File: config.mk
export PLATFORM = sky130hd
export DESIGN_NAME = alu_operand_sequencer
export DESIGN_NICKNAME = d
export VERILOG_FILES = /design/src/rtl/alu_operand_sequencer.sv
export SDC_FILE = /design/constraint.sdc
export NUM_CORES = 1
export LEC_CHECK = 0
export ABC_AREA = 1
export BUFFER_PORTS_ARGS = -buffer_cell sky130_fd_sc_hd__buf_4
export CAP_MARGIN = 20
export CORE_UTILIZATION = 34
export DETAILED_ROUTE_END_ITERATION = 10
export GPL_TIMING_DRIVEN = 0
export SYNTH_ARGS = -nofsm -noshare
export SYNTH_HDL_FRONTEND = slang
export SYNTH_SLANG_ARGS = --single-unit
File: constraint.sdc
create_clock -name clk -period 1.4 [get_ports clk]
set_clock_uncertainty 0.2 [all_clocks]
set_input_delay 0.21 -clock clk [delete_from_list [all_inputs] [get_ports clk]]
set_output_delay 0.21 -clock clk [all_outputs]
set_load 0.01 [all_outputs]
File: src/rtl/alu_operand_sequencer.sv
// Multi-cycle control sequencer for an 8-bit A/B register + ALU datapath.
// Accepts one instruction at a time and drives registered mux/ALU/load controls.
module alu_operand_sequencer #(
    parameter int DW  = 8,
    parameter int OPW = 4
) (
    input  logic           clk,
    input  logic           rst,
    input  logic           instr_valid,
    output logic           instr_ready,
    input  logic [OPW-1:0] opcode,
    input  logic [DW-1:0]  imm,
    input  logic           dest,
    output logic [1:0]     sel_b,
    output logic [DW-1:0]  im_out,
    output logic [2:0]     alu_op,
    output logic           load_a,
    output logic           load_b,
    output logic           busy,
    output logic           done,
    output logic           illegal
);

    typedef enum logic [1:0] {
        ST_IDLE = 2'd0,
        ST_EXEC = 2'd1,
        ST_DONE = 2'd2
    } state_t;

    typedef struct packed {
        logic [1:0] sel_b;
        logic [2:0] alu_op;
        logic       load_a;
        logic       load_b;
    } ctrl_t;

    localparam ctrl_t CTRL_IDLE = '{sel_b: 2'b00, alu_op: 3'b000, load_a: 1'b0, load_b: 1'b0};

    // Control word for one EXEC step of a legal opcode; SWAP is A+=B, B=A-B, A-=B.
    function automatic ctrl_t decode(input logic [2:0] op, input logic dst, input logic [1:0] step);
        ctrl_t c;
        c = CTRL_IDLE;
        case (op)
            3'd0: begin c.alu_op = 3'b000; c.load_a = ~dst; c.load_b = dst; end
            3'd1: begin c.alu_op = 3'b001; c.load_a = ~dst; c.load_b = dst; end
            3'd2: begin c.sel_b = 2'b01; c.alu_op = 3'b000; c.load_a = ~dst; c.load_b = dst; end
            3'd3: begin c.sel_b = 2'b01; c.alu_op = 3'b001; c.load_a = ~dst; c.load_b = dst; end
            3'd4: begin c.alu_op = 3'b010; c.load_a = ~dst; c.load_b = dst; end
            3'd5: begin c.sel_b = 2'b01; c.alu_op = 3'b010; c.load_a = ~dst; c.load_b = dst; end
            3'd6: begin c.sel_b = 2'b10; c.alu_op = 3'b010; c.load_a = ~dst; c.load_b = dst; end
            3'd7: begin
                case (step)
                    2'd0:    begin c.alu_op = 3'b000; c.load_a = 1'b1; end
                    2'd1:    begin c.alu_op = 3'b001; c.load_b = 1'b1; end
                    2'd2:    begin c.alu_op = 3'b001; c.load_a = 1'b1; end
                    default: c = CTRL_IDLE;
                endcase
            end
            default: c = CTRL_IDLE;
        endcase
        return c;
    endfunction

    state_t         r_state;
    logic [1:0]     r_step;
    logic [2:0]     r_op;
    logic           r_dest;
    logic [DW-1:0]  r_im;
    ctrl_t          r_ctrl;
    logic           r_ready;
    logic           r_busy;
    logic           r_done;
    logic           r_illegal;

    logic           w_illegal_op;
    logic [1:0]     w_next_step;
    logic           w_last_step;
    ctrl_t          w_first_ctrl;
    ctrl_t          w_next_ctrl;

    assign w_illegal_op = |opcode[OPW-1:3];
    assign w_next_step  = r_step + 2'd1;
    assign w_last_step  = (r_op == 3'd7) ? (r_step == 2'd2) : 1'b1;
    assign w_first_ctrl = decode(opcode[2:0], dest, 2'd0);
    assign w_next_ctrl  = decode(r_op, r_dest, w_next_step);

    // Sequencer FSM; every output is registered together with the state it belongs to.
    always_ff @(posedge clk or posedge rst) begin
        if (rst) begin
            r_state   <= ST_IDLE;
            r_step    <= 2'd0;
            r_op      <= 3'd0;
            r_dest    <= 1'b0;
            r_im      <= '0;
            r_ctrl    <= CTRL_IDLE;
            r_ready   <= 1'b1;
            r_busy    <= 1'b0;
            r_done    <= 1'b0;
            r_illegal <= 1'b0;
        end else begin
            case (r_state)
                ST_IDLE: begin
                    if (instr_valid) begin
                        r_op    <= opcode[2:0];
                        r_dest  <= dest;
                        r_im    <= imm;
                        r_step  <= 2'd0;
                        r_ready <= 1'b0;
                        r_busy  <= 1'b1;
                        if (w_illegal_op) begin
                            r_state   <= ST_DONE;
                            r_done    <= 1'b1;
                            r_illegal <= 1'b1;
                            r_ctrl    <= CTRL_IDLE;
                        end else begin
                            r_state <= ST_EXEC;
                            r_ctrl  <= w_first_ctrl;
                        end
                    end else begin
                        r_ctrl <= CTRL_IDLE;
                    end
                end
                ST_EXEC: begin
                    if (w_last_step) begin
                        r_state <= ST_DONE;
                        r_ctrl  <= CTRL_IDLE;
                        r_done  <= 1'b1;
                    end else begin
                        r_step <= w_next_step;
                        r_ctrl <= w_next_ctrl;
                    end
                end
                ST_DONE: begin
                    r_state   <= ST_IDLE;
                    r_ctrl    <= CTRL_IDLE;
                    r_done    <= 1'b0;
                    r_illegal <= 1'b0;
                    r_busy    <= 1'b0;
                    r_ready   <= 1'b1;
                end
                default: begin
                    r_state   <= ST_IDLE;
                    r_ctrl    <= CTRL_IDLE;
                    r_done    <= 1'b0;
                    r_illegal <= 1'b0;
                    r_busy    <= 1'b0;
                    r_ready   <= 1'b1;
                end
            endcase
        end
    end

    assign instr_ready = r_ready;
    assign sel_b       = r_ctrl.sel_b;
    assign alu_op      = r_ctrl.alu_op;
    assign load_a      = r_ctrl.load_a;
    assign load_b      = r_ctrl.load_b;
    assign im_out      = r_im;
    assign busy        = r_busy;
    assign done        = r_done;
    assign illegal     = r_illegal;

endmodule
==> impl_metrics.ini, run 1 <==
[timing]
holdWs_ns = -0.127
max_freq_ghz = 0.717
relSlewSlack_pct = 39.2
setup_viol = 0
tightest_slew_ns = 0.911
period_needed_ns = 1.40
fin_setup_tns_ns = 0
finalMaxSlewViolations = 0
finalCritPeriodShare_pct = 99.7
grt_setup_unrepaired = yes
hold_violations = 24

[synth]
synth_ff_type = dfrtp_1
yosys.area.top_type_share_pct = 53.5
ys_seq_elements = 25
synth_common_cells = nand2_1, dfrtp_1, inv_1
synthArstFlopShare_pct = 100
synth_most_common_cell = nand2_1
yosysSeqAreaShare_pct = 55.9
ys_types = 19
synth_edf_count = 0
synth_cells = 133
yosysTopAreaCell = dfrtp_1
ys_top_cells_by_area = dfrtp_1, nand2_1, inv_1
synth.net_count = 151
synth.cell_area_mm2 = 0.00112
syn_area_per_cell_um2 = 8.44
ys_warn_count = 0

[global_routing]
antenna_found_initial = 0
grt_pass1_wl_mm = 4.42
track_usage_pct = 16.6
grt_max_degree = 26
grt_pass1_vias = 1071
grt-ovfl-total = 0

[critical_path]
crit_path_end_kind = primary output
worstPathMaxFanout = 2
crit_family = flip-flops
critPathRequiredTime_ns = 0.99
r2r_setup_slack_ns = 0.04
cp.arrival_ns = 0.99
crit_buf_inv = 1
path_cells = buf_6
start_kind = flop
cp_slowest_stage_delay_ns = 0.57
crit_type = reg2out
crit_slowest_cell = dfstp_2

[clock_tree]
root_buffer = clkbuf_4
clk_pin_slew_ns = 0.14
cts.sinks = 25
clk-insertion-delay-late_ns = 0.32
numCtsBuffers = 3
clock_path_buffers = 2
htree_levels = 1
cts_hold_buffers = 13
tritoncts = built

[power]
internal_power_uw = 1320
total_power_uw = 1990
power_density_mw_per_mm2 = 1160
p_switching_uw = 673
p_leak_uw = 0.000890
pwr-share-comb_pct = 34.8
switching_share_pct = 33.8
ir_drop_v = 0.000592
seq_power_share_pct = 48.5
pwr-share-clk_pct = 16.6

[placement]
postPlaceCellArea_mm2 = 0.00143
buffer_ports.inserted = 33
routabilityCongestion = 0.745
dpl.hpwl_mm = 1.73

[worst_hold_path]
hold_path.class = in2async

[route]
ant_nets = 0
wl_mm = 2.60
avgViaCountPerCell = 4.45
wl_met3_um = 107
drc_errors = 0
wl_per_cell_um = 11.2
top_layer_used = met4
wl_met2_mm = 1.43
drt_first_iter_violations = 22
wl_met1_mm = 1.04
drtPass1Iterations = 4
vias = 1032

[run]
max_cap_viol_count = 0

[final_layout]
fin_nets = 207
utilization_pct = 55.1
final_area_mm2 = 0.00171
n_antenna_cell = 0
drive_above_1_share_pct = 37.8
num-fill-cells = 302
area_growth_pct = 52.4

[outcome]
status = finished, violations left
violations = negative hold slack

[floorplanning]
fp.dieArea_mm2 = 0.00353
fp.coreArea_mm2 = 0.00310
start_util_pct = 36.2
die_width_um = 59.5
die_h_um = 59.5
ios = 35
rows = 20
==> path summary, 6_finish.rpt <==
check / from / end / cells after the start
max: instr_ready / instr_ready / 1
min: rst / im_out[2] / 2
max reg2reg: r_step[0] / r_step[1] / 7
min reg2reg: done / done / 2
max in group asynchronous: rst / r_step[1] / 2
min in group clk: dest / load_b / 3
==> metrics by stage <==
step                cells  worst slack (ns)
floorplan             133           0.00914
global placement      210           -0.0992
detailed placement    210            -0.160
CTS                   228           -0.0119
global route          232           -0.0440
finish                232           0.00483
==> cell families (layout without fill, tap and decap cells) <==
| logic type | after synthesis | after routing | synth area share [%] |
|---|---|---|---|
| other | 1 | 1 | 0.334 |
| AO/OA/AOI/OAI | 9 | 9 | 4.35 |
| buffers and inverters | 20 | 75 | 8.36 |
| adder cells (fa/ha/maj) | 2 | 2 | 2.23 |
| flip-flops | 25 | 25 | 55.9 |
| AND/OR/NAND/NOR | 76 | 76 | 28.9 |
==> layer usage <==
layer  vias up  global-route usage [%]
met5         -                       0
met3         4                    3.06
met4         0                    4.42
li1        510                       -
met1       490                    18.2
met2        28                    32.1
==> placed cells by master, fill, tap and decap left out, drive strengths merged <==
cell type	Yosys	routed
nand2	54	54
buf	4	42
dfrtp	24	24
inv	16	16
dlygate4sd3	0	13
nor2	11	11
nand3	10	10
o21ai	7	7
clkbuf	0	3
a21oi	2	2
ha	2	2
nor3	1	1
conb	1	1
clkinvlp	0	1
dfstp	1	1
==> registers in the layout (all words and copies together) (netlist names) <==
signal / cells
sel_b: 2
r_state: 2
r_op: 3
r_step: 2
load_b: 1
instr_ready: 1
alu_op: 2
done: 1
load_a: 1
illegal: 1
im_out: 8
busy: 1
==> power groups by stage <==
stage	clock network [µW]	logic, µW	registers [µW]
2_1_floorplan	0	271	1010
3_3_place_gp	0	566	965
3_5_place_dp	0	578	970
4_1_cts	350	636	962
5_1_grt	387	777	982
6_report	332	693	967
==> what timing repair did <==
item                                    CTS  global route
hold endpoints to repair                 39            24
endpoints found under the setup margin    9            12
gates resized for setup                   6            18
buffers inserted                          1             4
pin swaps                                 3             5
==> final cells by class <==
type	count	area (µm²)	share of cell area [%]
Buffer	4	33.8	1.98
Clock buffer	3	22.5	1.32
Clock inverter	1	7.51	0.439
Inverter	16	60.1	3.51
Multi-Input combinational cell	88	479	28.0
Sequential cell	25	629	36.8
Tap cell	44	55.1	3.22
Timing Repair Buffer	51	423	24.7
(Power assumes the default switching activity.)
==> run 2: changes to the inputs <==
--- a/config.mk
+++ b/config.mk
@@ -11,6 +11,7 @@
 export CORE_UTILIZATION = 34
 export DETAILED_ROUTE_END_ITERATION = 10
 export GPL_TIMING_DRIVEN = 0
+export HOLD_SLACK_MARGIN = 0.1
 export SYNTH_ARGS = -nofsm -noshare
 export SYNTH_HDL_FRONTEND = slang
 export SYNTH_SLANG_ARGS = --single-unit
==> impl_metrics.ini, run 2 (synthesis gave the netlist of run 1 again) <==
[critical_path]
reg2reg_from = r_step[0]
crit_path_end_kind = primary output
cp_slowest_stage_delay_ns = 0.57
worstPathMaxFanout = 2
r2r_cells = 7
path_cells = buf_6
rr_endpoint = r_step[1]
crit_family = flip-flops
crit_slowest_cell = dfstp_2
cp.arrival_ns = 0.99
crit_type = reg2out
r2r_setup_slack_ns = 0.04
critPathRequiredTime_ns = 0.99
start_kind = flop
crit_buf_inv = 1

[clock_tree]
htree_levels = 1
cts.sinks = 25
root_buffer = clkbuf_4
numCtsBuffers = 3
tritoncts = built
clk-insertion-delay-late_ns = 0.32
cts_hold_buffers = 14
clock_path_buffers = 2
clk_pin_slew_ns = 0.14

[final_layout]
num-fill-cells = 300
n_antenna_cell = 0
drive_above_1_share_pct = 37.6
final_cell_mix = nand2_1, buf_4, dfrtp_1, dlygate4sd3_1, inv_1
area_growth_pct = 53.3
layout_commonest_cell = nand2_1
fin_nets = 208
largest_reg_flops = 8

[route]
ant_nets = 0
drtPass1Iterations = 4
wl_per_cell_um = 11.2
wl_mm = 2.60
avgViaCountPerCell = 4.44
vias = 1034
drc_errors = 0
drt_first_iter_violations = 24

[timing]
hold_violations = 24
period_needed_ns = 1.40
setup_viol = 0
holdWs_ns = -0.127
setup_ws_ns = 0.00483
grt_setup_unrepaired = yes
max_freq_ghz = 0.717
tightest_slew_ns = 0.911
relSlewSlack_pct = 39.2
fin_setup_tns_ns = 0
finalCritPeriodShare_pct = 99.7
finalMaxSlewViolations = 0

[placement]
routabilityCongestion = 0.745
post-place-ws_ns = -0.160
dpl.hpwl_mm = 1.73
buffer_ports.inserted = 33

[worst_hold_path]
hold_path.class = in2async

[global_routing]
grt_pass1_vias = 1071
grt_pass1_wl_mm = 4.42
grt_max_degree = 26
antenna_found_initial = 0
grt-ovfl-total = 0
track_usage_pct = 16.6

[run]
max_cap_viol_count = 0

[floorplanning]
die_width_um = 59.5
rows = 20
fp.dieArea_mm2 = 0.00353
start_util_pct = 36.2
ios = 35
fp.coreArea_mm2 = 0.00310
die_h_um = 59.5

[power]
ir_drop_v = 0.000592
p_leak_uw = 0.000894
power_density_mw_per_mm2 = 1160

[outcome]
status = finished, violations left
violations = negative hold slack
-- run 2: worst reg2reg max path, delay by kind of cell, from the launching register on --
family,cells,cell delay (ns)
and+or+nand+nor,5,0.46
buffers and inverters,1,0.09
DFF,1,0.40
adders and majority gates,1,0.17
-- run 2: repair_timing --
| item | in CTS | in global routing |
|---|---|---|
| buffers inserted | 1 | 4 |
| gates resized for setup | 6 | 18 |
| setup endpoints to repair | 9 | 12 |
| pin swaps | 3 | 5 |
| endpoints found under the hold margin | 44 | 24 |
-- run 2: worst max-delay path by stage --
stage,from,to,slack [ns],cells past startpoint
floorplan,r_step[0],done,0.009,6
global placement,r_step[0],done,-0.1,6
detailed placement,r_step[0],done,-0.16,6
CTS,instr_ready,instr_ready,-0.01,1
global route,instr_ready,instr_ready,-0.04,1
finish,instr_ready,instr_ready,0.005,1
-- run 2: metrics by stage --
step	hold WS [ns]	power, µW	instance area, µm²	util, %	cells
after detailed placement	0.213	1550	1430	45.9	210
after global placement	0.205	1530	1430	45.9	210
after global routing	-0.0731	2150	1720	55.4	233
after floorplan	0.0366	1280	1120	-	133
final	-0.127	1990	1720	55.4	233
after CTS	-0.0871	1950	1620	52.3	229
-- run 2: area by class of cell --
class / instances / area (µm²) / area share (%)
Multi-Input combinational cell: 88 / 479 / 27.9
Sequential cell: 25 / 629 / 36.6
Clock inverter: 1 / 7.51 / 0.436
Buffer: 4 / 33.8 / 1.96
Inverter: 16 / 60.1 / 3.49
Timing Repair Buffer: 52 / 433 / 25.2
Tap cell: 44 / 55.1 / 3.20
Clock buffer: 3 / 22.5 / 1.31
-- run 2: per-layer routing --
layer	GRT usage (%)	up-vias	wire length (µm)
li1	-	512	-
met1	18.2	490	1050
met3	3.06	4	103
met4	4.42	0	21
met2	32.1	28	1430
met5	0	-	0
-- run 2: where the power goes --
| group | switching, µW | total (µW) | internal, µW |
|---|---|---|---|
| Clock | 222 | 332 | 109 |
| Sequential | 99.3 | 967 | 867 |
| Combinational | 352 | 696 | 344 |
| Total | 673 | 1990 | 1320 |
==> run 3: changes to the inputs <==
--- a/config.mk
+++ b/config.mk
@@ -10,7 +10,6 @@
 export CAP_MARGIN = 20
 export CORE_UTILIZATION = 34
 export DETAILED_ROUTE_END_ITERATION = 10
-export GPL_TIMING_DRIVEN = 0
 export HOLD_SLACK_MARGIN = 0.1
 export SYNTH_ARGS = -nofsm -noshare
 export SYNTH_HDL_FRONTEND = slang
==> impl_metrics.ini, run 3 (synthesis gave the netlist of run 1 again) <==
[critical_path]
crit_type = reg2out
crit_family = flip-flops
crit_path_end_kind = primary output
start_kind = flop
cp_slowest_stage_delay_ns = 0.56
crit_buf_inv = 1
worstPathMaxFanout = 2
cp.arrival_ns = 0.98
crit_slowest_cell = dfstp_2
path_cells = buf_6
critPathRequiredTime_ns = 0.99

[floorplanning]
rows = 20
fp.dieArea_mm2 = 0.00353
die_width_um = 59.5
start_util_pct = 36.2
fp.coreArea_mm2 = 0.00310
ios = 35
die_h_um = 59.5

[route]
drc_errors = 0
wl_per_cell_um = 10.7
drtPass1Iterations = 4
vias = 1035
drt_first_iter_violations = 33
avgViaCountPerCell = 4.48
wl_mm = 2.48
ant_nets = 0

[clock_tree]
clk-insertion-delay-late_ns = 0.31
clock_path_buffers = 2
tritoncts = built
numCtsBuffers = 3
htree_levels = 1
clk_pin_slew_ns = 0.13
cts.sinks = 25
root_buffer = clkbuf_4

[global_routing]
grt_pass1_vias = 1035
track_usage_pct = 15.6
grt_pass1_wl_mm = 4.14
grt_max_degree = 26
grt-ovfl-total = 0
antenna_found_initial = 0

[final_layout]
final_cell_mix = nand2_1, buf_4, dfrtp_1, dlygate4sd3_1, inv_1
drive_above_1_share_pct = 33.7
n_antenna_cell = 0
seq_area_um2 = 629
num-fill-cells = 294
largest_reg_flops = 8
layout_commonest_cell = nand2_1
fin_nets = 206
multi_input_area_um2 = 457
area_growth_pct = 49.5

[outcome]
status = complete, no violations

[power]
power_density_mw_per_mm2 = 1160
ir_drop_v = 0.000650
p_leak_uw = 0.000880

[timing]
period_needed_ns = 1.39
finalCritPeriodShare_pct = 99.0
setup_viol = 0
max_freq_ghz = 0.722
grt_setup_unrepaired = yes
holdWs_ns = 0.285
hold_violations = 0
finalMaxSlewViolations = 0
setup_ws_ns = 0.0140

[worst_hold_path]
hold_path.class = in2async

[placement]
routabilityCongestion = 0.757
post-place-ws_ns = -0.0303
buffer_ports.inserted = 33
dpl.hpwl_mm = 1.70

[run]
max_cap_viol_count = 0
==> run 3: cell count changes in the layout (fill, tap and decap cells not counted), sizes merged <==
cell,delta
clkbuf,+1
clkinvlp,-1
buf,-3
dlygate4sd3,+1
==> run 3: path summary, 6_finish.rpt <==
path,startpoint,depth (start not counted),endpoint,slack (ns)
setup / recovery,instr_ready,1,instr_ready,0.01
min in group clk,im_out[1],2,im_out[1],0.30
max in group asynchronous,rst,4,instr_ready,0.43
hold reg to reg,im_out[1],2,im_out[1],0.30
hold / removal,rst,4,im_out[1],0.29
setup reg to reg,r_step[0],8,alu_op[0],0.03
==> run 3: layout make-up <==
class / instances / share of cell area (%)
flip-flops and latches: 25 / 37.5
clock buffers: 4 / 1.57
repair buffers: 54 / 26.8
inverters: 16 / 3.58
well taps: 44 / 3.28
multi-input cells: 88 / 27.2
==> run 3: stage by stage <==
step           setup TNS, ns  area (µm²)  cells  utilization (%)  power (µW)
6_report                   0        1680    231             54.1        1950
5_1_grt               -0.140        1680    231             54.1        2090
4_1_cts             -0.00165        1620    231             52.2        1930
3_5_place_dp         -0.0842        1440    212             46.3        1560
3_3_place_gp               0        1440    212             46.3        1540
2_1_floorplan              0        1120    133                -        1280
==> run 3: metal layers <==
layer,part of all wire [%],up-vias,GRT usage [%]
met3,4.6,2,2.40
met2,54,32,30.0
met1,41,492,17.1
met5,0,-,0
li1,-,509,-
met4,0.56,0,5.10
==> run 3: power breakdown <==
group,switching (µW),leakage [µW],internal (µW),total (µW)
sequential,91.0,0.000314,867,958
combinational,347,0.000551,331,678
clock,206,0.0000150,111,317
==> run 3: timing repair <==
item | CTS | global route
setup endpoints to repair | 6 | 17
pin swaps | 3 | 6
resized for setup | 2 | 17
buffers inserted | 0 | 0
endpoints found under the hold margin | 45 | 0
cloned | 0 | 0
hold buffers | 15 | 0
